$ cat src/rtl/multicycle_controller.sv
// Moore control FSM for the multicycle tinymips datapath: sequences fetch, decode,
// execute and writeback over a shared memory port with an optional wait-state handshake.
module multicycle_controller #(
  parameter logic MEM_WAIT         = 1'b1,
  parameter logic ENABLE_BNE       = 1'b1,
  parameter logic ENABLE_IMM_LOGIC = 1'b1
) (
  input  logic       clk,
  input  logic       reset_n,
  input  logic [5:0] op,
  input  logic [5:0] funct,
  input  logic       zero,
  input  logic       mem_ready,
  output logic       mem_req,
  output logic       iord,
  output logic       memwrite,
  output logic       irwrite,
  output logic       pcen,
  output logic [1:0] pcsrc,
  output logic       alusrca,
  output logic [1:0] alusrcb,
  output logic       zeroext,
  output logic [2:0] alucontrol,
  output logic       regdst,
  output logic       memtoreg,
  output logic       regwrite,
  output logic       instr_done,
  output logic       illegal_op,
  output logic [3:0] state
);

  // Memory handshake: mem_req stays high, with iord/memwrite stable, for the whole
  // access; the access completes in the cycle where mem_req && rdy, and only then
  // does the FSM leave FETCH/MEMRD/MEMWR. mem_ready is ignored when MEM_WAIT = 0.
  typedef enum logic [3:0] {
    S_IDLE    = 4'd0,
    S_FETCH   = 4'd1,
    S_DECODE  = 4'd2,
    S_MEMADR  = 4'd3,
    S_MEMRD   = 4'd4,
    S_MEMWB   = 4'd5,
    S_MEMWR   = 4'd6,
    S_EXECUTE = 4'd7,
    S_ALUWB   = 4'd8,
    S_BRANCH  = 4'd9,
    S_IMMEXEC = 4'd10,
    S_IMMWB   = 4'd11,
    S_JUMP    = 4'd12
  } state_t;

  localparam logic [5:0] OP_RTYPE = 6'b000000;
  localparam logic [5:0] OP_J     = 6'b000010;
  localparam logic [5:0] OP_BEQ   = 6'b000100;
  localparam logic [5:0] OP_BNE   = 6'b000101;
  localparam logic [5:0] OP_ADDI  = 6'b001000;
  localparam logic [5:0] OP_ANDI  = 6'b001100;
  localparam logic [5:0] OP_ORI   = 6'b001101;
  localparam logic [5:0] OP_LW    = 6'b100011;
  localparam logic [5:0] OP_SW    = 6'b101011;

  localparam logic [5:0] F_ADD = 6'b100000;
  localparam logic [5:0] F_SUB = 6'b100010;
  localparam logic [5:0] F_AND = 6'b100100;
  localparam logic [5:0] F_OR  = 6'b100101;
  localparam logic [5:0] F_SLT = 6'b101010;

  localparam logic [2:0] ALU_ADD = 3'b010;
  localparam logic [2:0] ALU_SUB = 3'b110;
  localparam logic [2:0] ALU_AND = 3'b000;
  localparam logic [2:0] ALU_OR  = 3'b001;
  localparam logic [2:0] ALU_SLT = 3'b111;

  state_t     cur;
  state_t     dec_next;
  logic       dec_illegal;
  logic       funct_ok;
  logic [2:0] funct_alu;
  logic       rdy;

  assign rdy   = MEM_WAIT ? mem_ready : 1'b1;
  assign state = cur;

  always_comb begin
    funct_ok  = 1'b1;
    funct_alu = ALU_ADD;
    case (funct)
      F_ADD:   funct_alu = ALU_ADD;
      F_SUB:   funct_alu = ALU_SUB;
      F_AND:   funct_alu = ALU_AND;
      F_OR:    funct_alu = ALU_OR;
      F_SLT:   funct_alu = ALU_SLT;
      default: funct_ok  = 1'b0;
    endcase
  end

  // Disabled optional opcodes fall through to the illegal path.
  always_comb begin
    dec_next    = S_FETCH;
    dec_illegal = 1'b0;
    case (op)
      OP_LW, OP_SW: dec_next = S_MEMADR;
      OP_RTYPE: begin
        if (funct_ok) dec_next = S_EXECUTE;
        else          dec_illegal = 1'b1;
      end
      OP_BEQ: dec_next = S_BRANCH;
      OP_BNE: begin
        if (ENABLE_BNE) dec_next = S_BRANCH;
        else            dec_illegal = 1'b1;
      end
      OP_ADDI: dec_next = S_IMMEXEC;
      OP_ANDI, OP_ORI: begin
        if (ENABLE_IMM_LOGIC) dec_next = S_IMMEXEC;
        else                  dec_illegal = 1'b1;
      end
      OP_J:    dec_next = S_JUMP;
      default: dec_illegal = 1'b1;
    endcase
  end

  always_ff @(posedge clk or negedge reset_n) begin
    if (!reset_n) begin
      cur        <= S_IDLE;
      illegal_op <= 1'b0;
    end else begin
      case (cur)
        S_IDLE:   cur <= S_FETCH;
        S_FETCH:  if (rdy) cur <= S_DECODE;
        S_DECODE: begin
          cur <= dec_next;
          if (dec_illegal) illegal_op <= 1'b1;
        end
        S_MEMADR:  cur <= (op == OP_SW) ? S_MEMWR : S_MEMRD;
        S_MEMRD:   if (rdy) cur <= S_MEMWB;
        S_MEMWB:   cur <= S_FETCH;
        S_MEMWR:   if (rdy) cur <= S_FETCH;
        S_EXECUTE: cur <= S_ALUWB;
        S_ALUWB:   cur <= S_FETCH;
        S_BRANCH:  cur <= S_FETCH;
        S_IMMEXEC: cur <= S_IMMWB;
        S_IMMWB:   cur <= S_FETCH;
        S_JUMP:    cur <= S_FETCH;
        default:   cur <= S_FETCH;
      endcase
    end
  end

  // Outputs follow the state register, so an async reset drops them immediately.
  always_comb begin
    mem_req    = 1'b0;
    iord       = 1'b0;
    memwrite   = 1'b0;
    irwrite    = 1'b0;
    pcen       = 1'b0;
    pcsrc      = 2'b00;
    alusrca    = 1'b0;
    alusrcb    = 2'b00;
    zeroext    = 1'b0;
    alucontrol = 3'b000;
    regdst     = 1'b0;
    memtoreg   = 1'b0;
    regwrite   = 1'b0;
    instr_done = 1'b0;
    case (cur)
      S_FETCH: begin
        mem_req    = 1'b1;
        alusrcb    = 2'b01;
        alucontrol = ALU_ADD;
        irwrite    = rdy;
        pcen       = rdy;
      end
      S_DECODE: begin
        alusrcb    = 2'b11;
        alucontrol = ALU_ADD;
        instr_done = dec_illegal;
      end
      S_MEMADR: begin
        alusrca    = 1'b1;
        alusrcb    = 2'b10;
        alucontrol = ALU_ADD;
      end
      S_MEMRD: begin
        mem_req = 1'b1;
        iord    = 1'b1;
      end
      S_MEMWB: begin
        memtoreg   = 1'b1;
        regwrite   = 1'b1;
        instr_done = 1'b1;
      end
      S_MEMWR: begin
        mem_req    = 1'b1;
        iord       = 1'b1;
        memwrite   = 1'b1;
        instr_done = rdy;
      end
      S_EXECUTE: begin
        alusrca    = 1'b1;
        alucontrol = funct_alu;
      end
      S_ALUWB: begin
        regdst     = 1'b1;
        regwrite   = 1'b1;
        instr_done = 1'b1;
      end
      S_BRANCH: begin
        alusrca    = 1'b1;
        alucontrol = ALU_SUB;
        pcsrc      = 2'b01;
        pcen       = (op == OP_BNE) ? ~zero : zero;
        instr_done = 1'b1;
      end
      S_IMMEXEC: begin
        alusrca = 1'b1;
        alusrcb = 2'b10;
        case (op)
          OP_ANDI: begin
            alucontrol = ALU_AND;
            zeroext    = 1'b1;
          end
          OP_ORI: begin
            alucontrol = ALU_OR;
            zeroext    = 1'b1;
          end
          default: alucontrol = ALU_ADD;
        endcase
      end
      S_IMMWB: begin
        regwrite   = 1'b1;
        instr_done = 1'b1;
      end
      S_JUMP: begin
        pcsrc      = 2'b10;
        pcen       = 1'b1;
        instr_done = 1'b1;
      end
      default: ;
    endcase
  end

endmodule

$ cat config.mk
export PLATFORM = sky130hd
export DESIGN_NAME = multicycle_controller
export DESIGN_NICKNAME = d
export VERILOG_FILES = /design/src/rtl/multicycle_controller.sv
export SDC_FILE = /design/constraint.sdc
export NUM_CORES = 1
export LEC_CHECK = 0
export ABC_AREA = 1
export CORE_MARGIN = 8
export CORE_UTILIZATION = 40
export CTS_CLUSTER_SIZE = 12
export DETAILED_ROUTE_END_ITERATION = 12
export GPL_TIMING_DRIVEN = 0
export PLACE_DENSITY = 0.91
export SLEW_MARGIN = 20
export SYNTH_ARGS = -nofsm -noshare
export SYNTH_HDL_FRONTEND = slang
export SYNTH_SLANG_ARGS = --single-unit
$ cat constraint.sdc
create_clock -name clk -period 3 [get_ports clk]
set_input_delay 0.3 -clock clk [delete_from_list [all_inputs] [get_ports clk]]
set_output_delay 0.3 -clock clk [all_outputs]
set_load 0.05 [all_outputs]
# Word-level counts from Yosys, hierarchy flattened
# Index checks and enable logic that the tools add are counted.
[classes]
bitwise = 1
muxes = 28
n_eq_ne = 28
reduce_logical = 16
[ops]
columns = ["op", "count"]
rows = [
  ["6-bit equality test, second input constant", 7],
  ["4-bit case mux with 7 select lines", 1],
  ["3-bit case mux with 4 select lines", 2],
  ["4-bit equality test, second input constant", 5],
  ["4-bit case mux with 5 select lines", 1],
  ["6-bit by 4-bit equality test with 1-bit output, second input constant", 3],
  ["4-bit by 3-bit equality test with 1-bit output, second input constant", 4],
  ["1-bit 2-to-1 mux", 13],
  ["6-bit by 3-bit equality test with 1-bit output, second input constant", 2],
  ["4-bit 2-to-1 mux", 3],
  ["3-bit OR reduction", 4],
  ["2-bit OR reduction", 5],
  ["5-bit OR reduction", 2],
  ["4-bit by 2-bit equality test with 1-bit output, second input constant", 2],
  ["2-bit case mux with 2 select lines", 2],
  ["8-bit OR reduction", 1],
  ["6-bit by 2-bit equality test with 1-bit output, second input constant", 1],
  ["6-bit zero test", 1],
  ["2-bit != test, second input constant", 3],
  ["1-bit case mux with 3 select lines", 2],
  ["2-bit case mux with 3 select lines", 1],
  ["4-bit by 1-bit equality test with 1-bit output, second input constant", 1],
  ["4-bit OR reduction", 1],
  ["3-bit 2-to-1 mux", 1],
  ["5 further kinds", 5],
]
[totals]
word_cells = 75
out_inout_bits = 23
ff_bits = 5
inputBits = 16

# Logic depth before layout (Yosys ltp)
# Gate-level depths: netlist of the first run.
[logic_depth]
depth_word = 6
depth_mapped = 10
depth_no_buf = 10

# Least setup slack after synthesis of the first run
# Ideal clock, no wire load.
[synth_path]
kind = "register to output"
from = "register cur[0], in the netlist state[0]"
to = "output instr_done"
path_stages_with_launch = 6
arrival_ns = 2.558
n_path_buf = 0
required_ns = 2.700
path_slack_ns = 0.142
cell_sequence = "dfrtp_1 > inv_2 > nand2_1 > nor3_1 > nor4_1 > nand2_1"
[synth_via]
elab_chain_len = 3
elab_cells_between_ends = 9
cone_classes = "eq/ne: 7; mux: 1; reduce/logical: 1"
[synth_lines]
columns = ["item", "line", "text"]
rows = [
  ["start, declared", "73", "state_t cur;"],
  ["start signal, assigned", "130", "cur <= dec_next;"],
  ["start signal, assigned", "133", "S_MEMADR: cur <= (op == OP_SW) ? S_MEMWR : S_MEMRD;"],
  ["4-bit equality test or 4-bit by 3-bit equality test with 1-bit output (tied branches)", "164", "case (cur)"],
  ["5-bit OR reduction (no line)", "--", ""],
  ["1-bit case mux with 3 select lines *", "164", ""],
  ["end, declared", "27", "output logic instr_done,"],
]
# Mark *: on every way between the ends. The rest lies on a longest branch, timed or not.

# Final worst setup path of the first run
[layout_path]
from = "input op[0]"
to = "output instr_done"
[layout_via]
elab_chain_len = 4
elab_cells_between_ends = 12
cone_classes = "eq/ne: 8; mux: 2; reduce/logical: 2"
[layout_lines]
columns = ["item", "line", "text"]
rows = [
  ["start, declared", "10", "input logic [5:0] op,"],
  ["6-bit equality test (tied with other cells)", "100", "case (op)"],
  ["8-bit OR reduction (no line)", "--", ""],
  ["1-bit case mux with 2 select lines *", "100", ""],
  ["1-bit case mux with 3 select lines *", "164", ""],
]
# Marked as above.

==> flow_summary.toml, run 1 <==
[placement]
gp_congestion = 0.847
dp_cells = 186
place.port_buffers = 38
place_area_um2 = 1090
hpwlAfterDp_mm = 2.00

[clock_network]
ctsHoldBuffers = 0
numCtsBuffers = 3
cts_setup_buffers = 0
cts.sinks = 5
clockBufferDepth = 2
clk_pin_slew_ns = 0.04
post_cts_resized = 0
cts_tree = "done"
htreeDepth = 1
clockRootBuffer = "clkbuf_4"
worstSkewPairLatency_ns = 0.24

[sta]
fmax_mhz = 364
fin_worst_skew_ns = 0.00416
drv_slew = 0
hold_viol_final = 0
min_period_ns = 2.75
max-slew-margin-rel = 0.653
finalCritPeriodShare = 0.915
setup_viol = 0
max_slew.worst_pin.slew_ns = 0.518
rsz0062_at_grt = "no"
tns_ns = 0

[logic_synthesis]
yosysTopAreaCell = "dfrtp_1"
synth-edff-count = 0
ys_top_cells_by_area = "dfrtp_1 (18%), nand2_1 (17%), nor2_1 (14%)"
synth_nets = 147
yosysUniqueCellTypes = 20
synthArstFlopShare = 1.00
netlist_area_um2 = 687
synth.avg_cell_area_um2 = 5.24
yosys_warnings = 0
synth_top_area_frac = 0.182
synth-main-ff-cell = "dfrtp_1"
synthCells = 131
synth.yosys.seq_area_share = 0.182
synth_seq_cells = 5

[finish]
diodes = 0
final_core_util = 0.667
area_growth_syn_to_layout_pct = 62.3
fin_nets = 190
drive_gt1_frac = 0.0867
fin_area_um2 = 1110
stdcell_count = 190

[worst_setup_path]
required_ns = 2.70
rr_worst_depth = 7
critPathMaxFanout = 7
crit_type = "input port to output pin"
crit_path_start_kind = "input port"
r2r_slack_ns = 1.54
cp.arrival_ns = 2.45
regToRegStartpoint = "state[3]"
end_kind = "output pin"
reg2reg_to = "state[0]"

[power_and_ir_drop]
power_frac_seq = 0.112
switching_power_mw = 0.689
swShare = 0.619
p_per_area_nw_per_um2 = 1000
power.internal_mw = 0.425
ir_drop_mv = 0.784
p_leak_nw = 0.567
clkPwrFrac = 0.068
comb_power_share = 0.820

[route]
wire_per_inst_um = 12.8
wl_met2_mm = 1.27
firstDrtPassIters = 4
first_iter_violations = 20
route.vias.total = 990
drtAntennaViolNets = 0
wirelength_met1_mm = 1.05
drc_errors = 0
top_layer_used = "met4"
drt_wl_total_mm = 2.44
met3_length_um = 89
via_per_inst = 5.21

[global_routing]
grt_max_degree = 9
grt_pass1_vias = 956
grt_pass1_wl_mm = 3.94
grt_use_total = 0.143
antenna_found_initial = 0
grt.overflow.total = 0

[die]
design.die.area_um2 = 3300
die_y_um = 57.4
io_pins = 39
core_area_um2 = 1670
chipWidth_um = 57.4
floorplan.initialDensity = 0.411
core.rowCount = 15

[job]
drv_cap = 0

[worst_hold_path]
hold_path.class = "input port to asynchronous set/reset pin"

[run_status]
status = "complete, no violations"
critical path: stages:
cell and delay, ns:
clkdlybuf4s50_1 0.58, inv_1 0.08, nor2_1 0.13, nand3b_1 0.13
nand2_1 0.08, nor3_1 0.13, nand3_1 0.12, nand2_1 0.08
clkdlybuf4s50_1 0.80
layer usage:
| layer | global-route usage | vias up |
|---|---|---|
| met5 | 0 | - |
| met4 | 0.0571 | 0 |
| met3 | 0.0291 | 2 |
| met2 | 0.268 | 27 |
| met1 | 0.148 | 462 |
| li1 | - | 499 |
synth_stat cells (2+ instances only):
library cell and n:
nand2_1 32, nor2_2 3, nand3_1 17, inv_2 3, nand2_2 4, dfrtp_1 5
nand3b_1 2, nor2_1 25, a21oi_1 2, o21ai_0 2, inv_1 22, nor3_1 6
sequential cells by signal, summed over array words and instances (netlist names):
name,flops
illegal_op,1
state,4
cell type report:
cell class,instances,area (um^2)
fill,153,556
multi-input combinational,101,468
timing repair buffer,38,380
sequential,5,125
inverter,25,93.8
clock buffer,4,26.3
tap,17,21.3
cell usage in the layout (no fill, tap or decap):
cell	n
dfrtp_1	5
nand3_1	17
nand2_2	4
o22ai_1	1
a21oi_1	2
clkdlybuf4s50_1	38
clkbuf_4	3
a21o_1	1
nor2_2	3
o21ai_2	1
nor4_1	1
nor3_2	1
nand3b_1	2
clkbuf_1	1
nand2_1	32
nor2_1	25
inv_1	22
inv_2	3
a31oi_1	1
o21a_1	1
o21ai_0	2
a22oi_1	1
nor3_1	6
logic make-up (layout without fill, tap and decap cells):
kind of cell           count (synthesis)  in the layout  synth area share
AO/OA/AOI/OAI                         10             10            0.0929
buffers and inverters                 25             67             0.137
flip-flops                             5              5             0.182
AND/OR/NAND/NOR                       91             91             0.588
through the flow:
step | total power, mW | hold slack [ns] | setup slack (ns)
after floorplan | 0.741 | 0.00441 | 0.142
after global placement | 1.02 | 0.451 | 0.305
after detailed placement | 1.03 | 0.458 | 0.245
after CTS | 1.12 | 0.286 | 0.239
after global routing | 1.18 | 0.294 | 0.132
final | 1.11 | 0.283 | 0.254
worst max-delay path by stage:
stage,from,endpoint,slack [ns]
floorplan,state[0],instr_done,0.14
global placement,op[0],instr_done,0.30
detailed placement,op[0],instr_done,0.25
CTS,op[0],instr_done,0.24
global route,op[0],instr_done,0.13
finish,op[0],instr_done,0.25
power by group through the flow:
stage | Sequential, mW | Clock (mW) | Combinational (mW)
finish | 0.125 | 0.0759 | 0.913
global route | 0.131 | 0.0829 | 0.961
CTS | 0.123 | 0.0785 | 0.913
detailed placement | 0.124 | 0 | 0.905
global placement | 0.124 | 0 | 0.895
floorplan | 0.185 | 0 | 0.556
(Power assumes the default switching activity.)
==> run 2, diff against run 1 <==
CORE_UTILIZATION = 37   (was 40)
PLACE_DENSITY = 0.86   (was 0.91)
clock period = 2.6 ns   (was 3 ns; I/O delays follow)
==> run 2 against run 1 <==
Die area up 5.8%. Cell count up 4.2%. Sequential share of layout area down 0.23 points. Design area up 2.1%. Clock-buffer cell count unchanged. Flip-flop and latch count unchanged. Non-clock buffer count unchanged. Clock power up 12%. Via count down 0.81%. Register-to-register slack worse by 0.38 ns. Global-route usage down 0.57 points.
==> flow_summary.toml, run 2 (synthesis gave the netlist of run 1 again) <==
[power_and_ir_drop]
comb_power_share = 0.820
clkPwrFrac = 0.067
power.internal_mw = 0.483
power_frac_seq = 0.113
swShare = 0.619
p_per_area_nw_per_um2 = 1110
ir_drop_mv = 0.775
fin_total_pwr_mw = 1.27
switching_power_mw = 0.785
p_leak_nw = 0.623

[clock_network]
clk_pin_slew_ns = 0.04
cts.sinks = 5
cts_tree = "done"
worstSkewPairLatency_ns = 0.23
cts_setup_buffers = 0
clockBufferDepth = 2
clockRootBuffer = "clkbuf_4"
htreeDepth = 1
ctsHoldBuffers = 0
numCtsBuffers = 3

[placement]
gp_congestion = 0.883
dp_cells = 194
place.port_buffers = 38
hpwlAfterDp_mm = 2.02

[worst_setup_path]
end_kind = "output pin"
path_delay_family = "buffers and inverters"
crit_path_start_kind = "input port"
slowest_stage = "clkdlybuf4s50_1"
cp.arrival_ns = 2.16
required_ns = 2.34
crit_buf_inv = 3
path_common_cell = "nand2_1"
cpPeakStageDelay_ns = 0.58
crit_chain = "clkdlybuf4s50_1 > inv_1 > nor2_1 > nand3b_1 > nand2_1 > nor3_1 > nand3_1 > nand2_1 > dlygate4sd2_1"
crit_type = "input port to output pin"
critPathMaxFanout = 7

[finish]
mostFrequentLayoutCell = "clkdlybuf4s50_1"
stdcell_count = 198
area_growth_syn_to_layout_pct = 65.8
final_cell_mix = "clkdlybuf4s50_1 (34), nand2_1 (32), nor2_1 (24)"
drive_gt1_frac = 0.0983
largest_reg_flops = 4
fin_nets = 190
diodes = 0
fillCellCount = 158

[sta]
hold_viol_final = 0
min_period_ns = 2.42
timing.hold.ws_ns = 0.248
fmax_mhz = 412
max_slew.worst_pin.slew_ns = 0.524
max-slew-margin-rel = 0.649
tns_ns = 0
setup_viol = 0
drv_slew = 0
finalCritPeriodShare = 0.933
rsz0062_at_grt = "no"
fin_worst_skew_ns = 0.00346

[die]
chipWidth_um = 59.1
io_pins = 39
core.rowCount = 15
core_area_um2 = 1750
design.die.area_um2 = 3490
die_y_um = 59.1
floorplan.initialDensity = 0.394

[route]
drtAntennaViolNets = 0
drc_errors = 0
wire_per_inst_um = 12.1
firstDrtPassIters = 4
first_iter_violations = 53
via_per_inst = 4.96
route.vias.total = 982
drt_wl_total_mm = 2.39

[global_routing]
grt.overflow.total = 0
antenna_found_initial = 0
grt_pass1_wl_mm = 3.94
grt_pass1_vias = 955
grt_max_degree = 9
grt_use_total = 0.137

[job]
drv_cap = 0

[worst_hold_path]
hold_path.class = "input port to asynchronous set/reset pin"

[run_status]
status = "complete, no violations"
## run 2: cell types whose count changed in the layout (fill, tap and decap cells not counted), sizes merged
cell and change:
clkdlybuf4s50 -4, dlymetal6s2s +3, dlygate4sd2 +1
## run 2: layout make-up
class                           count  area [um^2]  area share
Multi-Input combinational cell    101          475       0.418
Timing Repair Buffer               38          387       0.340
Clock buffer                        4         26.3      0.0231
Tap cell                           25         31.3      0.0275
Sequential cell                     5          125       0.110
Inverter                           25         93.8      0.0824
## run 2: final timing paths
check	startpoint	to	slack, ns	cells after the start
worst max register to register	state[3]	state[0]	1.16	7
min in group clk	illegal_op	illegal_op	0.46	2
max in group asynchronous	reset_n	state[2]	2.16	1
worst max-delay path	op[0]	instr_done	0.18	9
worst min-delay path	reset_n	state[3]	0.25	1
worst min register to register	illegal_op	illegal_op	0.46	2
## run 2: timing repair
| item | CTS | global route |
|---|---|---|
| cloned | 0 | 0 |
| endpoints found under the setup margin | 1 | 3 |
| resized for setup | 1 | 3 |
## run 2: worst reg2reg max path: stages, from the launching register on
cell     delay, ns
dfrtp_1       0.38
inv_1         0.13
nand2_1       0.21
nor2_2        0.19
nor2_1        0.09
nand3_1       0.09
nand3_1       0.07
o21a_1        0.17
## run 2: layer usage
metal | vias to the layer above | share of wire | track usage
met5 | - | 0 | 0
met4 | 0 | 0.013 | 0.0444
met3 | 4 | 0.063 | 0.0304
met2 | 37 | 0.53 | 0.251
met1 | 441 | 0.39 | 0.150
li1 | 500 | - | -
## run 2: stage by stage
step | cell area [um^2] | worst slack (ns) | util
finish | 1140 | 0.175 | 0.652
global route | 1140 | 0.0515 | 0.652
CTS | 1130 | 0.0101 | 0.648
detailed placement | 1110 | -0.103 | 0.634
global placement | 1110 | -0.00978 | 0.634
floorplan | 694 | 0.0191 | -
## run 2: power by group through the flow
stage	registers (mW)	clock network, mW	logic (mW)
after global routing	0.147	0.0972	1.11
after global placement	0.143	0	1.04
after floorplan	0.213	0	0.647
final	0.143	0.0849	1.04
after detailed placement	0.144	0	1.05
after CTS	0.143	0.0885	1.04
==> run 3, diff against run 2 <==
CORE_UTILIZATION = 39   (was 37)
CTS_BUF_LIST = sky130_fd_sc_hd__clkbuf_8   (was default)
PLACE_DENSITY = 0.9   (was 0.86)
==> run 3 against run 2 <==
Global-route usage is 0.85 points higher. Critical endpoint is now alucontrol[0]. Sequential share of layout area hardly changed. Flip-flop and latch count did not move. Register-to-register slack hardly changed. Clock-buffer cell count is 1 lower. Sequential power about the same. Clock skew fell by 0.00074 ns. Fmax is 2.9% lower.
==> flow_summary.toml, run 3 (synthesis gave the netlist of run 1 again) <==
[worst_hold_path]
hold_path.class = "input port to asynchronous set/reset pin"

[clock_network]
htreeDepth = 1
cts_setup_buffers = 0
cts.sinks = 5
cts_tree = "done"
clockRootBuffer = "clkbuf_8"
clk_pin_slew_ns = 0.04
worstSkewPairLatency_ns = 0.22
ctsHoldBuffers = 0
clockBufferDepth = 2
numCtsBuffers = 3
post_cts_resized = 2

[route]
wl_met2_mm = 1.18
first_iter_violations = 54
met3_length_um = 150
wire_per_inst_um = 12.5
drt_wl_total_mm = 2.37
via_per_inst = 5.09
drc_errors = 0
top_layer_used = "met4"
wirelength_met1_mm = 1.01
firstDrtPassIters = 4
drtAntennaViolNets = 0
route.vias.total = 967

[global_routing]
grt_max_degree = 9
grt_pass1_vias = 956
grt.overflow.total = 0
grt_use_total = 0.145
antenna_found_initial = 0
grt_pass1_wl_mm = 4.12

[sta]
setup_viol = 0
fin_worst_skew_ns = 0.00273
hold_viol_final = 0
tns_ns = 0
timing.hold.ws_ns = 0.264
rsz0062_at_grt = "no"
max_slew.worst_pin.slew_ns = 0.540
max-slew-margin-rel = 0.639
fmax_mhz = 401
worst_slack_ns = 0.103
finalCritPeriodShare = 0.960
drv_slew = 0
min_period_ns = 2.50

[worst_setup_path]
crit_buf_inv = 3
required_ns = 2.34
crit_path_start_kind = "flip-flop"
r2r_slack_ns = 1.16
slowest_stage = "clkdlybuf4s50_1"
critPathMaxFanout = 5
path_delay_family = "buffers and inverters"
rr_worst_depth = 7
crit_type = "flip-flop to output pin"
cpPeakStageDelay_ns = 0.80
end_kind = "output pin"
path_common_cell = "nand2_1"
crit_chain = "inv_1 > nand2_1 > nor2_2 > inv_2 > nor2_1 > nand2_1 > nand2_1 > clkdlybuf4s50_1"
regToRegStartpoint = "state[3]"
cp.arrival_ns = 2.24
reg2reg_to = "state[0]"

[placement]
pre_cts_ws_ns = -0.0396
dp_cells = 186
hpwlAfterDp_mm = 1.98
place.port_buffers = 38
gp_congestion = 0.841
place_area_um2 = 1100

[die]
chipWidth_um = 58.0
floorplan.initialDensity = 0.407
io_pins = 39
design.die.area_um2 = 3360
core_area_um2 = 1690
die_y_um = 58.0
core.rowCount = 15

[finish]
fin_area_um2 = 1140
mostFrequentLayoutCell = "clkdlybuf4s50_1"
final_core_util = 0.676
stdcell_count = 190
area_growth_syn_to_layout_pct = 66.3
largest_reg_flops = 4
drive_gt1_frac = 0.0983
fillCellCount = 146
final_cell_mix = "clkdlybuf4s50_1 (35), nand2_1 (32), nor2_1 (24)"
diodes = 0
fin_nets = 190
multiInputGateArea_um2 = 475
seqCellArea_um2 = 125

[run_status]
status = "complete, no violations"

[power_and_ir_drop]
fin_total_pwr_mw = 1.32
p_per_area_nw_per_um2 = 1160
p_leak_nw = 0.601
ir_drop_mv = 1.05

[job]
drv_cap = 0
run 3: cell types whose count changed in the layout (fill, tap and decap cells not counted), sizes merged:
cell / delta
inv: +1
clkdlybuf4s15: +1
clkdlybuf4s50: +1
dlymetal6s2s: -2
clkbuf: -1
run 3: worst reg2reg max path, cell delays in order, from the launching register on:
cell	delay, ns
dfrtp_1	0.38
inv_1	0.13
nand2_1	0.21
nor2_2	0.19
nor2_1	0.09
nand3_1	0.08
nand3_1	0.08
o21a_1	0.17
run 3: cell type report:
type                    instances  share of cell area
clock inverters                 1             0.00329
well taps                      17              0.0186
repair buffers                 38               0.334
clock buffers                   3              0.0361
flip-flops and latches          5               0.110
inverters                      25              0.0821
multi-input cells             101               0.416
run 3: how the worst max path moves through the flow:
stage	slack [ns]	end	start	cells after the start
5_1_grt	0.01	alucontrol[0]	state[0]	8
4_1_cts	0.10	alucontrol[0]	state[2]	8
6_report	0.10	alucontrol[0]	state[2]	8
3_5_place_dp	-0.04	instr_done	op[0]	9
2_1_floorplan	0.02	instr_done	state[1]	6
3_3_place_gp	-0.01	instr_done	op[0]	9
run 3: metal layers:
metal / GRT usage / vias up
li1: - / 495
met4: 0.0280 / 0
met5: 0 / -
met3: 0.0331 / 4
met2: 0.256 / 37
met1: 0.175 / 431
run 3: power by group:
group | total, mW | internal (mW) | leakage, nW | switching (mW)
registers | 0.143 | 0.102 | 0.0595 | 0.0411
clock network | 0.136 | 0.101 | 0.0269 | 0.0350
logic | 1.05 | 0.322 | 0.515 | 0.724
